`src/rtl/wb_regfile_pkg.sv`:
```
// Shared sizing constants and helpers for the write-back register file.
//   RF_DATA_W   : default register data width
//   RF_N_REGS   : default register count
//   RF_SEL_W    : register select width
//   RF_PEND_W   : per-register pending-write counter width
package wb_regfile_pkg;

  localparam int unsigned RF_DATA_W = 16;
  localparam int unsigned RF_N_REGS = 8;
  localparam int unsigned RF_SEL_W  = 3;
  localparam int unsigned RF_PEND_W = 2;

  localparam logic [RF_PEND_W-1:0] RF_PEND_MAX = '1;

  // A read must wait while more than one write is outstanding, or while the
  // single outstanding write is not arriving this cycle to be bypassed.
  function automatic logic operand_blocked(input logic                 rd_en,
                                           input logic [RF_PEND_W-1:0] pend,
                                           input logic                 wr_hit);
    return rd_en && ((pend >= RF_PEND_W'(2)) ||
                     ((pend == RF_PEND_W'(1)) && !wr_hit));
  endfunction

endpackage

```
`src/rtl/dff.sv`:
```
// Generic W-bit D flip-flop with asynchronous active-high clear.
//   i_clk : clock, rising edge
//   i_rst : asynchronous clear to zero
//   i_d   : next value
//   o_q   : registered value
module dff #(
  parameter int unsigned W = 1
) (
  input  logic         i_clk,
  input  logic         i_rst,
  input  logic [W-1:0] i_d,
  output logic [W-1:0] o_q
);

  always_ff @(posedge i_clk or posedge i_rst) begin
    if (i_rst) o_q <= '0;
    else       o_q <= i_d;
  end

endmodule

```
`src/rtl/wb_regfile_pend_ctr.sv`:
```
// Saturating up/down pending-write counter for one register.
//   i_clk   : clock, rising edge
//   i_rst   : asynchronous clear
//   i_inc   : an instruction writing this register was issued
//   i_dec   : a write-back to this register completed
//   o_count : current pending count
//   o_err_c : combinational; this cycle attempts overflow or underflow
module pend_ctr
  import wb_regfile_pkg::*;
(
  input  logic                 i_clk,
  input  logic                 i_rst,
  input  logic                 i_inc,
  input  logic                 i_dec,
  output logic [RF_PEND_W-1:0] o_count,
  output logic                 o_err_c
);

  logic [RF_PEND_W-1:0] r_count;
  logic [RF_PEND_W-1:0] w_count_nxt;

  // Simultaneous inc and dec cancel; saturating ends hold and flag an error.
  always_comb begin
    w_count_nxt = r_count;
    o_err_c     = 1'b0;
    if (i_inc && !i_dec) begin
      if (r_count == RF_PEND_MAX) o_err_c = 1'b1;
      else                        w_count_nxt = r_count + RF_PEND_W'(1);
    end else if (i_dec && !i_inc) begin
      if (r_count == '0) o_err_c = 1'b1;
      else               w_count_nxt = r_count - RF_PEND_W'(1);
    end
  end

  dff #(.W(RF_PEND_W)) u_count (
    .i_clk (i_clk),
    .i_rst (i_rst),
    .i_d   (w_count_nxt),
    .o_q   (r_count)
  );

  assign o_count = r_count;

endmodule

```
`src/rtl/wb_regfile.sv`:
```
// Register file with write-back bypass and a pending-write scoreboard.
//   clk, rst                 : clock (rising edge), async active-high reset
//   writeEn/RegSel/Data      : write-back port
//   read1En/RegSel, read2En/RegSel : combinational read ports
//   issueEn/RegSel           : decode marks a register as having a write in flight
//   read1Data, read2Data     : read data, bypassed from writeData on a match
//   stall                    : combinational; a requested operand is not ready
//   err                      : sticky scoreboard overflow/underflow
module wb_regfile
  import wb_regfile_pkg::*;
#(
  parameter int unsigned DATA_W = RF_DATA_W,
  parameter int unsigned N_REGS = RF_N_REGS
) (
  input  logic                clk,
  input  logic                rst,
  input  logic                writeEn,
  input  logic [RF_SEL_W-1:0] writeRegSel,
  input  logic [DATA_W-1:0]   writeData,
  input  logic                read1En,
  input  logic [RF_SEL_W-1:0] read1RegSel,
  input  logic                read2En,
  input  logic [RF_SEL_W-1:0] read2RegSel,
  input  logic                issueEn,
  input  logic [RF_SEL_W-1:0] issueRegSel,
  output logic [DATA_W-1:0]   read1Data,
  output logic [DATA_W-1:0]   read2Data,
  output logic                stall,
  output logic                err
);

  logic [DATA_W-1:0]    w_q    [N_REGS];
  logic [RF_PEND_W-1:0] w_pend [N_REGS];
  logic [N_REGS-1:0]    w_ctr_err;
  logic                 r_err;
  logic                 w_byp1;
  logic                 w_byp2;

  // Per-register storage and scoreboard counter.
  for (genvar g = 0; g < N_REGS; g++) begin : g_reg
    logic w_wr_hit;
    logic w_iss_hit;

    assign w_wr_hit  = writeEn && (writeRegSel == RF_SEL_W'(g));
    assign w_iss_hit = issueEn && (issueRegSel == RF_SEL_W'(g));

    dff #(.W(DATA_W)) u_data (
      .i_clk (clk),
      .i_rst (rst),
      .i_d   (w_wr_hit ? writeData : w_q[g]),
      .o_q   (w_q[g])
    );

    pend_ctr u_pend (
      .i_clk   (clk),
      .i_rst   (rst),
      .i_inc   (w_iss_hit),
      .i_dec   (w_wr_hit),
      .o_count (w_pend[g]),
      .o_err_c (w_ctr_err[g])
    );
  end

  // Sticky error: any counter saturation event latches until reset.
  dff #(.W(1)) u_err (
    .i_clk (clk),
    .i_rst (rst),
    .i_d   (r_err | (|w_ctr_err)),
    .o_q   (r_err)
  );

  assign err = r_err;

  assign w_byp1 = writeEn && (writeRegSel == read1RegSel);
  assign w_byp2 = writeEn && (writeRegSel == read2RegSel);

  assign read1Data = w_byp1 ? writeData : w_q[read1RegSel];
  assign read2Data = w_byp2 ? writeData : w_q[read2RegSel];

  assign stall = operand_blocked(read1En, w_pend[read1RegSel], w_byp1) ||
                 operand_blocked(read2En, w_pend[read2RegSel], w_byp2);

endmodule

```
`config.mk`:
```
export PLATFORM = sky130hd
export DESIGN_NAME = wb_regfile
export DESIGN_NICKNAME = d
export VERILOG_FILES = /design/src/rtl/wb_regfile_pkg.sv /design/src/rtl/dff.sv /design/src/rtl/wb_regfile_pend_ctr.sv /design/src/rtl/wb_regfile.sv
export SDC_FILE = /design/constraint.sdc
export NUM_CORES = 1
export LEC_CHECK = 0
export ABC_CLOCK_PERIOD_IN_PS = 3100
export CAP_MARGIN = 20
export CORE_ASPECT_RATIO = 0.9
export CORE_MARGIN = 2
export CORE_UTILIZATION = 40
export DETAILED_ROUTE_END_ITERATION = 12
export SLEW_MARGIN = 0
export SYNTH_ARGS = -nofsm -noshare
export SYNTH_HDL_FRONTEND = slang
export SYNTH_HIERARCHICAL = 1
export SYNTH_SLANG_ARGS = --single-unit
```
`constraint.sdc`:
```
create_clock -name clk -period 3.1 [get_ports clk]
set_input_delay 0.775 -clock clk [delete_from_list [all_inputs] [get_ports clk]]
set_output_delay 0.775 -clock clk [all_outputs]
set_load 0.005 [all_outputs]
```
==> flow_metrics.tcl <==
set metrics [dict create \
    status "completed" \
    maxCapViolations 0 \
    max_slew_margin 0.639 \
    placedInstanceArea_um2 10100 \
    cts.sinks 145 \
    ys_seq_area_frac 0.425 \
    period_share 0.990 \
    cp_max_fo 5 \
    holdBufCountCts 0 \
    cts_buffer_depth 2 \
    setup_tns_ps 0 \
    start_util 0.408 \
    drc_errors 0 \
    clock.fmax_ghz 0.326 \
    required_ps 2320 \
    hold_viol_final 0 \
    drt-total-wl_mm 26.4 \
    synth_edf_count 0 \
    die_h_um 143 \
    numPortBuffers 67 \
    synth.distinct_cells 33 \
    ys_top_cells_by_area "dfrtp_1, mux4_2, nand2_1, mux2_2, mux2i_1" \
    via_count 6761 \
    grt_start_max_net_pins 19 \
    ys_top_cells_by_count "nand2_1, dfrtp_1, mux4_2" \
    wl_per_cell_um 21.8 \
    first_pass_iters 5 \
    diodes 0 \
    final_area_um2 11000 \
    crit_arrival_ps 2290 \
    grt_antenna_before_repair 0 \
    setup_violations 0 \
    power.density_nw_per_um2 592 \
    cp-start-kind "input port" \
    slew_viol_final 0 \
    fp.dieW_um 158 \
    hold_path_class "reg -> reg" \
    skew_ps 2.74 \
    async_flop_share 1.00 \
    syn_inst 782 \
    die_area_um2 22500 \
    drive_gt1_frac 0.359 \
    overflow 0 \
    grt_pass1_vias 6758 \
    irDropWorstVdd_v 0.000357 \
    post-dp-hpwl_mm 16.9 \
    worst_slew_pin_slew_ps 539 \
    ys_warn_count 6 \
    power_mw 6.49 \
    root_buffer "clkbuf_16" \
    rows 50 \
    gp_congestion 0.794 \
    period_needed_ps 3070 \
    coreArea_um2 20900 \
    cp-end-kind "primary output" \
    htree_num_levels 4 \
    synth_top_area_frac 0.425 \
    synth.most_common_cell "nand2_1" \
    syn_nets 816 \
    ys_ff_latch 145 \
    numCtsBuffers 17 \
    avgSynthCellArea_um2 10.9 \
    worstSetupPathType "in -> out" \
    layout.nets 948 \
    clk_pin_slew_worst_paths_ps 60 \
    viasPerCell 5.58 \
    synth_flop_cell "dfrtp_1" \
    clock_latency_ps 420 \
    cts_tree "yes" \
    synth_area_leader_cell "dfrtp_1" \
    leakage_nw 5.01 \
    drt_iter0_drc 600 \
    num_io_pins 68 \
    grt_use_total 0.248 \
    grt_first_pass_wirelength_mm 40.7 \
    hold_slack_ps 495 \
    drtAntennaViolNets 0 \
    synth_area_um2 8530 \
    area_growth_pct 28.5 \
]
area by class of cell:
type | instances | area [um2]
clock buffers | 22 | 484
inverters | 31 | 116
fillers | 1860 | 9930
repair buffers | 172 | 1650
flip-flops and latches | 145 | 3630
clock inverters | 9 | 72.6
well taps | 286 | 358
multi-input cells | 547 | 4660
worst max-delay path, stage by stage:
cell           delay (ps)
buf_8                 110
buf_12                130
buf_12                120
buf_12                100
mux4_2                510
mux2i_4               180
a21oi_1                90
dlygate4sd2_1         270
final timing paths:
| check | from | end | slack (ps) | cells past startpoint |
|---|---|---|---|---|
| setup / recovery | read2RegSel[0] | read2Data[14] | 30 | 8 |
| hold / removal | g_reg[3].u_data/o_q[12]$_DFF_PP0_ | g_reg[3].u_data/o_q[12]$_DFF_PP0_ | 490 | 2 |
| setup reg to reg | g_reg[2].u_pend/u_count/o_q[0]$_DFF_PP0_ | u_err/o_q$_DFF_PP0_ | 1760 | 5 |
| hold reg to reg | g_reg[3].u_data/o_q[12]$_DFF_PP0_ | g_reg[3].u_data/o_q[12]$_DFF_PP0_ | 490 | 2 |
| max in group asynchronous | rst | g_reg[1].u_data/o_q[9]$_DFF_PP0_ | 1480 | 3 |
| min in group asynchronous | rst | u_err/o_q$_DFF_PP0_ | 860 | 2 |
sequential cells by signal, summed over array words and instances, names as in the netlist:
name,count
u_err/o_q,1
g.u_pend/u_count/o_q,16
g.u_data/o_q,128
kinds of logic after synthesis:
kind of cell           Yosys count  synth area share
AND/OR/NAND/NOR                303             0.152
multiplexers                   176             0.321
flip-flops                     145             0.425
buffers and inverters           90            0.0497
AO/OA/AOI/OAI                   62            0.0452
XOR/XNOR                         6           0.00616
timing repair:
| action | in CTS | in global routing |
|---|---|---|
| cloned | 5 | 0 |
| gates resized for setup | 138 | 16 |
| endpoints found under the setup margin | 33 | 20 |
| buffers inserted | 10 | 0 |
| pin swaps | 5 | 3 |
| endpoints found under the hold margin | 0 | 0 |
cells in the final DEF, fill, tap and decap left out, types with 7 or more instances in the layout:
master           count
nor2_1              50
nand2b_1            12
a21oi_1             27
mux2i_1             36
mux2_2              64
nor3b_1              8
mux4_2              72
buf_6                7
clkbuf_16           17
clkdlybuf4s50_1     24
a21oi_2             15
buf_12              16
o31ai_1              8
buf_4               79
inv_1               27
a221o_1              8
buf_2               20
dlygate4sd2_1       16
nand2_1            195
nand3_1              9
nor2b_1              8
dfrtp_1            145
stage by stage:
stage          instances  utilization  worst slack (ps)
2_1_floorplan        782            -               325
3_3_place_gp        1167        0.485              -624
3_5_place_dp        1167        0.485              -637
4_1_cts             1213        0.523              2.47
5_1_grt             1212        0.525             -1.77
6_report            1212        0.525              30.1
routing by layer:
| metal | track usage | wire [um] |
|---|---|---|
| met1 | 0.358 | 12000 |
| met2 | 0.377 | 12100 |
| met3 | 0.0646 | 1930 |
| met4 | 0.0588 | 290 |
| met5 | 0 | 0 |
report_power, final:
| group | leakage [nW] | internal [mW] | switching, mW |
|---|---|---|---|
| Clock | 0.270 | 1.11 | 0.859 |
| Combinational | 2.95 | 1.08 | 0.778 |
| Sequential | 1.79 | 2.30 | 0.357 |
| Total | 5.01 | 4.50 | 1.99 |
Power figures use the tool's default switching activity.
